File: src/rtl/instr_enc_pkg.sv
// Shared definitions for the instruction encoder: format codes, field
// bit positions within the encoded word, and the control state enum.
package instr_enc_pkg;

  localparam int unsigned WORD_W = 32;
  localparam int unsigned ADDR_W = 10;
  localparam int unsigned CNT_W  = 8;

  // Instruction format selector codes
  localparam logic [1:0] FMT_REG    = 2'd0;
  localparam logic [1:0] FMT_IMM    = 2'd1;
  localparam logic [1:0] FMT_BRANCH = 2'd2;
  localparam logic [1:0] FMT_SHIFT  = 2'd3;

  // Field positions inside the 32-bit encoded word
  localparam int unsigned OPC_MSB   = 31;
  localparam int unsigned OPC_LSB   = 24;
  localparam int unsigned BOFF_MSB  = 23;
  localparam int unsigned BOFF_LSB  = 16;
  localparam int unsigned DEST_MSB  = 18;
  localparam int unsigned DEST_LSB  = 16;
  localparam int unsigned SRC1_MSB  = 10;
  localparam int unsigned SRC1_LSB  = 8;
  localparam int unsigned SRC2_MSB  = 2;
  localparam int unsigned SRC2_LSB  = 0;
  localparam int unsigned IMM_MSB   = 7;
  localparam int unsigned IMM_LSB   = 0;
  localparam int unsigned SHAMT_MSB = 2;
  localparam int unsigned SHAMT_LSB = 0;

  typedef enum logic [1:0] {
    ST_IDLE  = 2'd0,
    ST_READY = 2'd1,
    ST_WRITE = 2'd2
  } enc_state_e;

endpackage

File: src/rtl/instr_encoder_fifo.sv
// enc_fifo: small show-ahead FIFO buffering encoded words between the
// field-input side and the instruction-memory write side.
module enc_fifo #(
  parameter int unsigned DEPTH = 4,
  parameter int unsigned WIDTH = 32
) (
  input  logic             i_clk,
  input  logic             i_reset,
  input  logic             i_push,
  input  logic [WIDTH-1:0] i_data,
  input  logic             i_pop,
  output logic [WIDTH-1:0] o_data,
  output logic             o_full,
  output logic             o_empty
);

  localparam int unsigned AW = (DEPTH > 1) ? $clog2(DEPTH) : 1;
  localparam int unsigned CW = AW + 1;

  logic [WIDTH-1:0] r_mem [DEPTH];
  logic [AW-1:0]    r_wr_ptr;
  logic [AW-1:0]    r_rd_ptr;
  logic [CW-1:0]    r_count;
  logic             w_push;
  logic             w_pop;

  assign o_full  = (r_count == CW'(DEPTH));
  assign o_empty = (r_count == '0);
  assign w_push  = i_push && !o_full;
  assign w_pop   = i_pop && !o_empty;
  assign o_data  = r_mem[r_rd_ptr];

  // Storage array; contents need no reset since the count gates visibility
  always_ff @(posedge i_clk) begin
    if (w_push) begin
      r_mem[r_wr_ptr] <= i_data;
    end
  end

  // Pointer and occupancy tracking; pointers wrap naturally (power-of-two depth)
  always_ff @(posedge i_clk) begin
    if (i_reset) begin
      r_wr_ptr <= '0;
      r_rd_ptr <= '0;
      r_count  <= '0;
    end else begin
      if (w_push) begin
        r_wr_ptr <= r_wr_ptr + AW'(1);
      end
      if (w_pop) begin
        r_rd_ptr <= r_rd_ptr + AW'(1);
      end
      if (w_push && !w_pop) begin
        r_count <= r_count + CW'(1);
      end else if (w_pop && !w_push) begin
        r_count <= r_count - CW'(1);
      end
    end
  end

endmodule

File: src/rtl/instr_encoder.sv
// instr_encoder: packs instruction fields into 32-bit words, buffers them
// in enc_fifo and writes them sequentially into instruction memory.
// Optional feature macro ENC_CHECK_EN adds a sticky o_error flag for
// SHIFT instructions whose shift amount does not fit in 3 bits.
module instr_encoder
  import instr_enc_pkg::*;
#(
  parameter int unsigned DEPTH = 4
) (
  input  logic        i_clk,
  input  logic        i_reset,
  input  logic        i_start,
  input  logic [9:0]  i_base_addr,
  input  logic        i_in_valid,
  output logic        o_in_ready,
  input  logic [1:0]  i_fmt,
  input  logic [7:0]  i_opcode,
  input  logic [2:0]  i_dest,
  input  logic [2:0]  i_src1,
  input  logic [2:0]  i_src2,
  input  logic [7:0]  i_immediate,
  output logic        o_mem_write,
  output logic [9:0]  o_mem_address,
  output logic [31:0] o_mem_writedata,
  input  logic        i_mem_busywait,
  output logic [7:0]  o_word_count
`ifdef ENC_CHECK_EN
  ,
  output logic        o_error
`endif
);

  enc_state_e        r_state;
  logic              r_mem_write;
  logic [ADDR_W-1:0] r_addr;
  logic [WORD_W-1:0] r_wdata;
  logic [CNT_W-1:0]  r_word_count;

  logic [WORD_W-1:0] w_packed;
  logic [WORD_W-1:0] w_head;
  logic              w_full;
  logic              w_empty;
  logic              w_push;
  logic              w_pop;

  // Ready only when armed and a slot is free; a concurrent pop never frees it
  assign o_in_ready = (r_state != ST_IDLE) && !w_full && !i_reset;
  assign w_push     = i_in_valid && o_in_ready;
  assign w_pop      = (r_state == ST_READY) && !w_empty;

  // Field packing by format; unused bits stay zero
  always_comb begin
    w_packed = '0;
    w_packed[OPC_MSB:OPC_LSB] = i_opcode;
    case (i_fmt)
      FMT_REG: begin
        w_packed[DEST_MSB:DEST_LSB] = i_dest;
        w_packed[SRC1_MSB:SRC1_LSB] = i_src1;
        w_packed[SRC2_MSB:SRC2_LSB] = i_src2;
      end
      FMT_IMM: begin
        w_packed[DEST_MSB:DEST_LSB] = i_dest;
        w_packed[IMM_MSB:IMM_LSB]   = i_immediate;
      end
      FMT_BRANCH: begin
        w_packed[BOFF_MSB:BOFF_LSB] = i_immediate;
        w_packed[SRC1_MSB:SRC1_LSB] = i_src1;
        w_packed[SRC2_MSB:SRC2_LSB] = i_src2;
      end
      FMT_SHIFT: begin
        w_packed[DEST_MSB:DEST_LSB]   = i_dest;
        w_packed[SRC1_MSB:SRC1_LSB]   = i_src1;
        w_packed[SHAMT_MSB:SHAMT_LSB] = i_immediate[SHAMT_MSB:SHAMT_LSB];
      end
      default: w_packed = '0;
    endcase
  end

  enc_fifo #(
    .DEPTH (DEPTH),
    .WIDTH (WORD_W)
  ) u_fifo (
    .i_clk   (i_clk),
    .i_reset (i_reset),
    .i_push  (w_push),
    .i_data  (w_packed),
    .i_pop   (w_pop),
    .o_data  (w_head),
    .o_full  (w_full),
    .o_empty (w_empty)
  );

  // Control FSM: arm on start, pop a word into the write register, hold it
  // until memory stops stalling, then advance address and word count
  always_ff @(posedge i_clk) begin
    if (i_reset) begin
      r_state      <= ST_IDLE;
      r_mem_write  <= 1'b0;
      r_addr       <= '0;
      r_wdata      <= '0;
      r_word_count <= '0;
    end else begin
      case (r_state)
        ST_IDLE: begin
          if (i_start) begin
            r_state      <= ST_READY;
            r_addr       <= {i_base_addr[9:2], 2'b00};
            r_word_count <= '0;
          end
        end
        ST_READY: begin
          if (!w_empty) begin
            r_state     <= ST_WRITE;
            r_mem_write <= 1'b1;
            r_wdata     <= w_head;
          end
        end
        ST_WRITE: begin
          if (!i_mem_busywait) begin
            r_state      <= ST_READY;
            r_mem_write  <= 1'b0;
            r_addr       <= r_addr + ADDR_W'(4);
            r_word_count <= r_word_count + CNT_W'(1);
          end
        end
        default: begin
          r_state     <= ST_IDLE;
          r_mem_write <= 1'b0;
        end
      endcase
    end
  end

  assign o_mem_write     = r_mem_write;
  assign o_mem_address   = r_addr;
  assign o_mem_writedata = r_wdata;
  assign o_word_count    = r_word_count;

`ifdef ENC_CHECK_EN
  logic r_error;

  // Sticky flag for accepted SHIFT words whose amount overflows 3 bits
  always_ff @(posedge i_clk) begin
    if (i_reset) begin
      r_error <= 1'b0;
    end else if (w_push && (i_fmt == FMT_SHIFT) && (|i_immediate[7:3])) begin
      r_error <= 1'b1;
    end
  end

  assign o_error = r_error;
`endif

endmodule

File: config.mk
export PLATFORM = sky130hd
export DESIGN_NAME = instr_encoder
export DESIGN_NICKNAME = d
export VERILOG_FILES = /design/src/rtl/instr_enc_pkg.sv /design/src/rtl/instr_encoder_fifo.sv /design/src/rtl/instr_encoder.sv
export SDC_FILE = /design/constraint.sdc
export NUM_CORES = 1
export LEC_CHECK = 0
export BUFFER_PORTS_ARGS = -buffer_cell sky130_fd_sc_hd__buf_2
export CAP_MARGIN = 25
export CORE_ASPECT_RATIO = 0.9
export CORE_MARGIN = 10
export CORE_UTILIZATION = 45
export DETAILED_ROUTE_END_ITERATION = 10
export HOLD_SLACK_MARGIN = 0.05
export PLACE_DENSITY = 0.74
export RECOVER_POWER = 100
export SLEW_MARGIN = 20
export SYNTH_ARGS = -nofsm -noshare
export SYNTH_HDL_FRONTEND = slang
export SYNTH_SLANG_ARGS = --single-unit
File: constraint.sdc
create_clock -name i_clk -period 2.7 [get_ports i_clk]
set_input_delay 0.135 -clock i_clk [delete_from_list [all_inputs] [get_ports i_clk]]
set_output_delay 0.135 -clock i_clk [all_outputs]
set_load 0.02 [all_outputs]
After elaboration in Yosys (flattened, before gate mapping)
Memories as Yosys holds them, arrays and structs flattened. A register that Yosys moved wholly into a read port is not among the register bits. Index checks and enable logic that the tools add are counted.

Flip-flop bits (word level): 60. Bits in latches: 0. RAM bits: 108. ROM bits: 0. Bits of input ports: 42. Output and inout port bits: 52. Logic and storage cells: 75. Memories kept: 1.

Memory list: u_fifo.r_mem (words 4, bits a word 27, read ports 1, clocked after memory_dff 1, wr ports 1, line instr_encoder_fifo.sv:20) `logic [WIDTH-1:0] r_mem [DEPTH];`.

Add/subtract/negate cells: 6. Multiply operators: 0. Divide/modulo/power cells: 0. $lt $le $gt $ge: 0. Eq/ne operators: 9. Shifts and indexed selects: 0. Mux-type cells: 22. Bitwise logic cells: 2. Reductions and logical operators: 27.

Operator list (number): two-way mux 10 bit (2); one-hot mux 10 bit (2 select lines) (1); two-way mux 8 bit (2); one-hot mux 8 bit (2 select lines) (1); one-hot mux 3 bit (2 select lines) (2); adder 10 x 3 -> 10 bit (second input constant) (1); two-way mux 5 bit (2); two-way mux 3 bit (3); AND reduction 3 bit (3); adder 8 x 1 -> 8 bit (second input constant) (1); logical AND 1 bit (8); == test 2 bit (second input constant) (3); two-way mux 2 bit (3); != test 2 bit (second input constant) (3); one-hot mux 2 bit (3 select lines) (1); nonzero test 2 bit (3); OR reduction 3 bit (2); logical NOT 1 bit (5); adder 2 x 1 -> 2 bit (second input constant) (2); == test 2 x 1 -> 1 bit (second input constant) (2); logical NOT 2 bit (2); two-way mux 1 bit (4); OR reduction 2 bit (2); adder 3 x 1 -> 3 bit (second input constant) (1); other kinds (6) (7).

Logic depth before layout (Yosys ltp)
Gate-level depths: netlist (run 1).

Word-level depth: 10. Depth in mapped cells: 10. Gate-level depth less buffers: 9.

Hierarchy
Synthesis (run 1) repeated with hierarchy kept, for this count alone.

Cell total of the unflattened synthesis: 506. Area, all modules: 7404.6 sq um.

Modules (own cells, without submodules): enc_fifo (instances 1, cells each 215, area an instance 5132.4 sq um); instr_encoder (instances 1, cells each 291, area an instance 2272.2 sq um).

Worst setup path before layout (run 1)
OpenSTA, ideal clock, no wires.

Path kind: register -> register. From: register u_fifo.r_count[2]. To: register u_fifo.r_count[2]. Library setup time: 0.070 ns. Arrival time: 2.264 ns. Path slack: 0.366 ns. Stages on the path, launching flop included: 11. Path buffers: 1. Period minus slack after synthesis: 2.334 ns. Cells stage by stage: dfxtp_1 -> or3_1 -> and2_4 -> inv_2 -> buf_2 -> ha_1 -> inv_1 -> fa_1 -> xor2_1 -> or3_1 -> a21oi_1.

Cells in the longest elaborated chain, start to end: 9. Elaborated cells between the ends (all ways): 19.

RTL lines: start, declared (line instr_encoder_fifo.sv:23) `logic [CW-1:0] r_count;`; start signal, assigned (line instr_encoder_fifo.sv:54) `r_count <= r_count + CW'(1);`; start signal, assigned (line instr_encoder_fifo.sv:56) `r_count <= r_count - CW'(1);`; == test 3 bit (line instr_encoder_fifo.sv:27) `assign o_full = (r_count == CW'(DEPTH));`; logical NOT 1 bit (line instr_encoder_fifo.sv:29, instr_encoder.sv:47); logical AND 1 bit (2 in a row) (line instr_encoder.sv:47) `assign o_in_ready = (r_state != ST_IDLE) && !w_full && !i_reset;`; logical AND 1 bit (line instr_encoder.sv:48) `assign w_push = i_in_valid && o_in_ready;`; logical AND 1 bit (line instr_encoder_fifo.sv:29) `assign w_push = i_push && !o_full;`; logical NOT 1 bit (line instr_encoder_fifo.sv:55) `end else if (w_pop && !w_push) begin`; logical AND 1 bit (line instr_encoder_fifo.sv:55); nonzero test 2 bit (no source line).

Parallel ways exist; a longest one is shown, timed or not. The select of a mux whose other input is x is not followed. A chain may end at the register's enable or synchronous reset.

Worst setup path after layout (run 1)
From: register r_state[0]. To: register u_fifo.r_count[2].

Cells in the longest elaborated chain, start to end: 8. Elaborated cells between the ends (all ways): 14.

RTL lines: start, declared (line instr_encoder.sv:33) `enc_state_e r_state;`; start signal, assigned (line instr_encoder.sv:97) `r_state <= ST_IDLE;`; start signal, assigned (line instr_encoder.sv:106) `r_state <= ST_READY;`; start signal, assigned (line instr_encoder.sv:113) `r_state <= ST_WRITE;`; nonzero test 2 bit * (line instr_encoder.sv:47); logical AND 1 bit * (2 in a row) (line instr_encoder.sv:47); logical AND 1 bit * (line instr_encoder.sv:48); logical AND 1 bit * (line instr_encoder_fifo.sv:29); net u_fifo.w_push (line instr_encoder_fifo.sv:24) `logic w_push;`; logical NOT 1 bit (line instr_encoder_fifo.sv:55); logical AND 1 bit (line instr_encoder_fifo.sv:55); nonzero test 2 bit (no source line).

The timed path passes the listed nets; every way through them passes the cells marked *.

==> impl_metrics.json, run 1 <==
{
  "status": "complete, no violations",
  "crit_type": "flip-flop to flip-flop",
  "required_ps": 3050,
  "seq_area_frac_synth_pct": 66.6,
  "hold_depth": 2,
  "fmax_mhz": 409,
  "grt_usage_pct": 14.2,
  "synth_cells": 458,
  "placed_cell_area_mm2": 0.00711,
  "portBuffers": 84,
  "yosys_warnings": 0,
  "highest_layer": "met4",
  "cts_tree": "yes",
  "routed_wl_mm": 13.4,
  "antenna_found_initial": 0,
  "hold_viol": 0,
  "clock_latency_ps": 420,
  "area_delta_synth_final_pct": 18.8,
  "hp-class": "primary input to flip-flop",
  "drt_iter0_drc": 248,
  "finClkSkew_ps": 9.25,
  "overflow": 0,
  "wl_per_cell_um": 17.5,
  "synthFlopType": "edfxtp_1",
  "root_buffer": "clkbuf_16",
  "pwr-share-clk_pct": 34.5,
  "synth_top_family_by_area": "multiplexers",
  "boundaryPins": 94,
  "met1_length_mm": 6.06,
  "nets": 613,
  "synth_edf_count": 108,
  "finish.utilization_pct": 54.7,
  "endpoint_kind": "flip-flop",
  "stdcell_count": 769,
  "min_to": "u_fifo.r_mem[1][11]",
  "worstMarginPinSlew_ps": 829,
  "antennaDiodeCount": 0,
  "wl_met3_um": 985,
  "grt_pass1_wl_mm": 22.1,
  "fillers": 1219,
  "timing.rr.start": "r_state[0]",
  "period_minus_slack_ps": 2440,
  "swShare_pct": 28.6,
  "regToRegEndpoint": "u_fifo.r_count[2]",
  "cp-start-kind": "flip-flop",
  "setup_viol": 0,
  "slew_violations": 0,
  "cts.clk_slew.worst_paths_ps": 60,
  "synth-xor-area-share_pct": 1.22,
  "drc": 0,
  "cts_buffer_depth": 2,
  "ys_types": 44,
  "cts_made_buffers": 17,
  "critical_path_peak_fanout": 11,
  "die_x_um": 146,
  "syn_area_mm2": 0.00647,
  "synth-async-reset-ratio_pct": 0,
  "synth_fa_ha_area_share_pct": 1.66,
  "placementRows": 41,
  "dp_cells": 725,
  "grt_pass1_vias": 4166,
  "place.gp.congestion": 0.820,
  "worstHoldStart": "i_dest[0]",
  "p_leak_uw": 0.00252,
  "die_h_um": 134,
  "power_density_mw_per_mm2": 852,
  "vias": 3968,
  "dieArea_mm2": 0.0196,
  "synthMuxAreaShare_pct": 10.9,
  "synth_simple_gate_area_share_pct": 9.81,
  "regToRegSetupSlack_ps": 260,
  "wl_met2_mm": 6.25,
  "dp_hpwl_mm": 8.86,
  "p_int_uw": 4670,
  "worst-endpoint-arrival_ps": 2790,
  "initial_utilization_pct": 46.0,
  "cts_resized": 0,
  "period_share_pct": 90.6,
  "relSlewSlack_pct": 44.7,
  "pwr-share-seq_pct": 45.6,
  "drive_gt1_share_pct": 18.1,
  "dr.pass1.iters": 6,
  "drtAntennaViolNets": 0,
  "peakVddDrop_v": 0.000514,
  "grt_max_degree": 51,
  "drv_cap": 0,
  "core_area_mm2": 0.0141,
  "final_area_mm2": 0.00769,
  "synth-compound-area-share_pct": 6.33,
  "htreeDepth": 4,
  "clock_sinks": 161,
  "syn_area_per_cell_um2": 14.1,
  "reg2reg_depth": 8,
  "setup-tns-final_ps": 0,
  "vias_per_cell": 5.16,
  "synth.ff_latch_count": 161,
  "power.switching_uw": 1880,
  "combinationalPowerShare_pct": 19.9,
  "rsz0062_at_grt": "no"
}
power groups by stage:
stage | registers (uW) | clock network [uW] | logic (uW)
global route | 3010 | 2410 | 1440
detailed placement | 3030 | 0 | 1360
CTS | 2980 | 2310 | 1380
global placement | 3020 | 0 | 1320
floorplan | 3120 | 0 | 890
finish | 2990 | 2260 | 1300
sequential cells by signal, indices dropped and copies added (netlist names), 2 cells and up:
signal and cells:
o_mem_address 8, o_mem_writedata 27, o_word_count 8, r_state 2, u_fifo.r_count 3, u_fifo.r_mem 108, u_fifo.r_rd_ptr 2, u_fifo.r_wr_ptr 2
worst max path at each step:
stage / endpoint / slack (ps) / startpoint
3_3_place_gp: u_fifo.r_count[2] / 420 / r_state[0]
5_1_grt: u_fifo.r_mem[2][25] / 70 / r_state[0]
4_1_cts: u_fifo.r_count[2] / 270 / r_state[0]
6_report: u_fifo.r_count[2] / 260 / r_state[0]
3_5_place_dp: u_fifo.r_count[2] / 300 / r_state[0]
2_1_floorplan: u_fifo.r_count[2] / 370 / u_fifo.r_count[2]
cells in the final DEF (no fill, tap or decap), drive strengths merged, types with 4 or more instances in the layout:
cell         count
a21oi           42
inv             15
nor2b            8
nand2b           5
xnor2            6
nand3            5
clkinv           5
buf             35
ha               7
nand2           63
o21ai           10
a2111oi          4
clkbuf          84
edfxtp         108
dfxtp           53
dlygate4sd3     12
conb             7
and2            19
mux4            27
nor2            17
nor3             5
mux2             7
cell usage after synthesis (2+ instances only):
cell type / instances / share of area, %
nand3_1: 5 / 0.39
inv_1: 10 / 0.58
o21ai_0: 10 / 0.77
and2_0: 2 / 0.19
nand4_1: 2 / 0.19
buf_4: 10 / 1.2
nor3_1: 5 / 0.39
a311oi_1: 2 / 0.27
nand2_1: 63 / 3.7
nor2b_1: 8 / 0.77
xnor2_1: 6 / 0.81
ha_1: 7 / 1.4
or3_1: 3 / 0.29
dfxtp_1: 53 / 16
or4_1: 2 / 0.23
xor2_1: 3 / 0.41
nand2b_1: 3 / 0.29
nor2_1: 17 / 0.99
a21o_1: 2 / 0.23
o31ai_1: 3 / 0.35
a2111oi_0: 3 / 0.41
mux4_2: 27 / 9.4
a211oi_1: 2 / 0.23
edfxtp_1: 108 / 50
clkbuf_1: 8 / 0.46
mux2_2: 7 / 1.2
and2_1: 16 / 1.5
a21oi_1: 42 / 3.3
nor4_1: 3 / 0.29
buf_6: 2 / 0.35
buf_2: 10 / 0.77
mux2i_1: 2 / 0.31
timing repair:
item / in CTS / in global routing
hold buffers: 12 / 0
buffers inserted: 0 / 0
endpoints found under the hold margin: 37 / 0
logic make-up (layout without fill, tap and decap cells):
| logic type | after synthesis | after routing |
|---|---|---|
| fa+ha+maj | 8 | 8 |
| buf+inv | 42 | 154 |
| xor+xnor | 9 | 9 |
| flops | 161 | 161 |
| simple gates | 133 | 133 |
| mux | 36 | 36 |
| other cells | 1 | 7 |
| compound gates | 68 | 68 |
metal layers:
metal,global-route usage (%),up-vias
li1,-,1887
met1,17.9,1941
met2,22.1,127
met3,5.42,13
met4,4.39,0
met5,0,-
worst max-delay path, cell delays in order (launching register included):
cell and delay (ps):
dfxtp_1 490, nor2_1 180, a2111oi_4 370, ha_1 250, inv_1 70, fa_1 390
xor2_1 160, or3_1 320, a21oi_1 150
through the flow:
step | power, uW | hold slack, ps | worst slack, ps
3_3_place_gp | 4340 | 347 | 423
6_report | 6550 | 74.3 | 255
2_1_floorplan | 4010 | 234 | 366
5_1_grt | 6860 | 73.4 | 69.3
3_5_place_dp | 4390 | 356 | 301
4_1_cts | 6670 | 50.8 | 272
layout make-up:
class / instances / area (um^2) / area share [%]
well taps: 193 / 241 / 3.14
repair buffers: 111 / 583 / 7.59
clock inverters: 12 / 105 / 1.37
multi-input cells: 261 / 1950 / 25.4
flip-flops and latches: 161 / 4310 / 56.0
clock buffers: 20 / 457 / 5.94
inverters: 11 / 41.3 / 0.537
Power figures use the tool's default switching activity.
==> run 2, diff against run 1 <==
CORE_MARGIN = not set   (was 10)
CORE_UTILIZATION = 48   (was 45)
PLACE_DENSITY = 0.78   (was 0.74)
==> impl_metrics.json, run 2 (synthesis gave the netlist of run 1 again) <==
{
  "status": "complete, no violations",
  "finalPower_uw": 6510,
  "hold_depth": 2,
  "period_share_pct": 90.2,
  "antennaDiodeCount": 0,
  "setup-tns-final_ps": 0,
  "hold_viol": 0,
  "worstPathCellList": "nor2_1 > a2111oi_4 > clkbuf_1 > and2_0 > buf_12",
  "vias_per_cell": 5.47,
  "relSlewSlack_pct": 23.4,
  "grt_usage_pct": 19.1,
  "drc": 0,
  "slowest_stage": "and2_0",
  "worst-endpoint-arrival_ps": 2540,
  "grt_pass1_wl_mm": 20.3,
  "crit_type": "flip-flop to flip-flop",
  "antenna_found_initial": 0,
  "regToRegEndpoint": "u_fifo.r_mem[1][14]",
  "layout_common_cells": "108 x edfxtp_1, 63 x nand2_1, 57 x clkbuf_1, 53 x dfxtp_1, 42 x a21oi_1",
  "power_density_mw_per_mm2": 852,
  "cp-start-kind": "flip-flop",
  "dieArea_mm2": 0.0139,
  "clock_latency_ps": 410,
  "wl_per_cell_um": 17.4,
  "cts.clk_slew.worst_paths_ps": 70,
  "place.gp.congestion": 0.868,
  "cts_made_buffers": 17,
  "fmax_mhz": 411,
  "top_register": "u_fifo.r_mem",
  "die_x_um": 124,
  "cts_tree": "yes",
  "critical_path_peak_fanout": 21,
  "largest_register_ffs": 108,
  "worstHoldStart": "i_dest[1]",
  "overflow": 0,
  "drtAntennaViolNets": 0,
  "setup_viol": 0,
  "drt_iter0_drc": 395,
  "hold_slack_ps": 90.8,
  "drive_gt1_share_pct": 17.5,
  "boundaryPins": 94,
  "slowest_delay_ps": 560,
  "period_minus_slack_ps": 2440,
  "crit_start": "r_state[0]",
  "worstMarginPinSlew_ps": 1150,
  "root_buffer": "clkbuf_16",
  "grt_pass1_vias": 3957,
  "post-cts-setup-buffers": 0,
  "die_h_um": 112,
  "core_area_mm2": 0.0129,
  "min_to": "u_fifo.r_mem[0][12]",
  "dp_hpwl_mm": 7.92,
  "routed_wl_mm": 12.8,
  "reg2reg_depth": 5,
  "htreeDepth": 4,
  "nets": 609,
  "cts_buffer_depth": 2,
  "slew_violations": 0,
  "endpoint_kind": "flip-flop",
  "dr.pass1.iters": 5,
  "finClkSkew_ps": 13.7,
  "hp-class": "primary input to flip-flop",
  "p_leak_uw": 0.00251,
  "timing.rr.start": "r_state[0]",
  "portBuffers": 84,
  "regToRegSetupSlack_ps": 260,
  "placementRows": 39,
  "peakVddDrop_v": 0.000471,
  "initial_utilization_pct": 50.0,
  "required_ps": 2810,
  "fillers": 1034,
  "vias": 4023,
  "drv_cap": 0,
  "clock_sinks": 161,
  "rsz0062_at_grt": "no",
  "final_common_cell": "edfxtp_1",
  "grt_max_degree": 51,
  "area_delta_synth_final_pct": 18.1
}
-- run 2: cell count changes in the layout (fill, tap and decap cells not counted), moves of 2 or more --
| cell | delta |
|---|---|
| clkinv_4 | +2 |
| clkbuf_8 | -2 |
| clkinv_1 | -2 |
| clkinv_2 | +2 |
| clkbuf_2 | -4 |
| inv_8 | +2 |
-- run 2: critical path, delay by kind of cell (launching register included) --
kind / cells / cell delay [ps]
AND/OR/NAND/NOR: 2 / 730
buffers and inverters: 2 / 540
flip-flops: 1 / 490
AO/OA/AOI/OAI: 1 / 360
-- run 2: how the worst max path moves through the flow --
stage,end,depth (start not counted)
2_1_floorplan,u_fifo.r_count[2],10
3_3_place_gp,u_fifo.r_count[2],8
3_5_place_dp,u_fifo.r_count[2],8
4_1_cts,u_fifo.r_count[2],8
5_1_grt,u_fifo.r_mem[1][14],5
6_report,u_fifo.r_mem[1][14],5
-- run 2: where the power goes --
group          total, uW  switching [uW]  internal [uW]  leakage, uW
Sequential          2970             141           2830      0.00141
Combinational       1290             791            500     0.000824
Clock               2250             966           1280     0.000275
-- run 2: area by class of cell --
class / instances / area, um^2 / share of cell area [%]
Timing Repair Buffer: 107 / 574 / 7.52
Inverter: 11 / 41.3 / 0.540
Sequential cell: 161 / 4300 / 56.3
Clock inverter: 14 / 131 / 1.72
Multi-Input combinational cell: 261 / 1960 / 25.6
Clock buffer: 17 / 425 / 5.57
Tap cell: 164 / 205 / 2.69
-- run 2: what timing repair did --
action | in CTS | in global routing
endpoints found under the setup margin | 0 | 0
gates resized for setup | 0 | 0
hold buffers | 12 | 0
hold endpoints to repair | 37 | 0
-- run 2: per-stage QoR --
| stage | instances | cell area, um^2 | util [%] | setup WS (ps) |
|---|---|---|---|---|
| after floorplan | 464 | 6490 | - | 366 |
| after global placement | 692 | 7060 | 54.6 | 434 |
| after detailed placement | 692 | 7060 | 54.6 | 322 |
| after CTS | 735 | 7730 | 59.8 | 295 |
| after global routing | 735 | 7640 | 59.1 | 108 |
| final | 735 | 7640 | 59.1 | 264 |
-- run 2: per-layer routing --
| metal | wire length, um | vias to the layer above | GRT usage, % |
|---|---|---|---|
| met2 | 6240 | 140 | 32.5 |
| met3 | 711 | 11 | 4.34 |
| met4 | 148 | 0 | 5.86 |
| met1 | 5710 | 1994 | 24.3 |
| met5 | 0 | - | 0 |
| li1 | - | 1878 | - |
==> run 3, diff against run 2 <==
PLACE_DENSITY = 0.77   (was 0.78)
==> impl_metrics.json, run 3 (synthesis gave the netlist of run 1 again) <==
{
  "dp_hpwl_mm": 8.12,
  "regToRegSetupSlack_ps": 290,
  "slew_violations": 0,
  "period_share_pct": 89.2,
  "relSlewSlack_pct": 46.4,
  "clock_sinks": 161,
  "finClkSkew_ps": 17.4,
  "routed_wl_mm": 12.8,
  "nets": 610,
  "top_register": "u_fifo.r_mem",
  "status": "complete, no violations",
  "peakVddDrop_v": 0.000607,
  "setup_viol": 0,
  "die_x_um": 124,
  "cts_buffer_depth": 2,
  "vias_per_cell": 5.44,
  "multi_input_area_mm2": 0.00195,
  "boundaryPins": 94,
  "core_area_mm2": 0.0129,
  "grt_pass1_wl_mm": 20.5,
  "cp-start-kind": "flip-flop",
  "hold_viol": 0,
  "grt_max_degree": 51,
  "antennaDiodeCount": 0,
  "cts_made_buffers": 17,
  "antenna_found_initial": 0,
  "power_density_mw_per_mm2": 881,
  "drive_gt1_share_pct": 17.8,
  "fillers": 1021,
  "overflow": 0,
  "endpoint_kind": "flip-flop",
  "hp-class": "primary input to flip-flop",
  "cts_tree": "yes",
  "portBuffers": 84,
  "setup-tns-final_ps": 0,
  "place.gp.congestion": 0.838,
  "fmax_mhz": 415,
  "placementRows": 39,
  "grt_pass1_vias": 4069,
  "rsz0062_at_grt": "no",
  "area_delta_synth_final_pct": 19.7,
  "p_leak_uw": 0.00256,
  "largest_register_ffs": 108,
  "dr.pass1.iters": 5,
  "final_common_cell": "edfxtp_1",
  "drc": 0,
  "layout_common_cells": "108 x edfxtp_1, 63 x nand2_1, 57 x clkbuf_1, 52 x dfxtp_1, 42 x a21oi_1",
  "worst-endpoint-arrival_ps": 2500,
  "crit_type": "flip-flop to flip-flop",
  "clock_latency_ps": 430,
  "wl_per_cell_um": 17.4,
  "vias": 4011,
  "cts.clk_slew.worst_paths_ps": 60,
  "worstMarginPinSlew_ps": 804,
  "drv_cap": 0,
  "seqCellArea_mm2": 0.00431,
  "grt_usage_pct": 19.4,
  "required_ps": 2800,
  "root_buffer": "clkbuf_16",
  "drtAntennaViolNets": 0,
  "htreeDepth": 4,
  "drt_iter0_drc": 299,
  "finish.utilization_pct": 59.9,
  "die_h_um": 112,
  "critical_path_peak_fanout": 11,
  "initial_utilization_pct": 50.0,
  "period_minus_slack_ps": 2410,
  "dieArea_mm2": 0.0139
}
-- run 3: layer usage --
metal | track usage, % | wire, um | vias up | share of wire (%)
met1 | 24.1 | 5420 | 1995 | 42
li1 | - | - | 1874 | -
met3 | 6.34 | 736 | 6 | 5.7
met5 | 0 | 0 | - | 0
met2 | 32.6 | 6580 | 136 | 51
met4 | 5.54 | 76 | 0 | 0.59
-- run 3: area by class of cell --
class | count | area share [%]
flip-flops and latches | 161 | 55.6
clock buffers | 19 | 5.59
well taps | 164 | 2.65
repair buffers | 108 | 7.81
inverters | 11 | 0.533
clock inverters | 13 | 2.57
multi-input cells | 261 | 25.2
-- run 3: timing repair --
action	CTS	global route
hold buffers	13	0
buffers inserted	0	0
hold endpoints to repair	41	0
resized for setup	0	0
-- run 3: path summary, 6_finish.rpt --
path,start,end,depth (start not counted)
min reg2reg,o_mem_writedata[26],o_mem_writedata[26],2
max reg2reg,r_state[0],u_fifo.r_mem[0][26],5
min,i_src2[0],u_fifo.r_mem[3][0],2
max,r_state[0],u_fifo.r_mem[0][26],5
-- run 3: critical path, stage by stage (launching register included) --
cell and delay (ps):
dfxtp_1 500, nor2_1 170, a2111oi_4 360, clkbuf_1 280
and2_1 410, clkbuf_2 360
-- run 3: per-stage QoR --
step	worst slack [ps]	power [uW]	instances	hold slack, ps	instance area, um^2
floorplan	366	4010	464	234	6490
global placement	422	4310	692	347	7070
detailed placement	347	4370	692	357	7070
CTS	312	6930	737	56.5	7830
global route	71.6	7130	737	72.3	7740
finish	291	6820	737	88.0	7740
-- run 3: power by group --
part	leakage (uW)	switching [uW]	total, uW	internal, uW
Sequential	0.00141	166	3000	2830
Combinational	0.000837	762	1270	510
Clock	0.000307	976	2550	1570
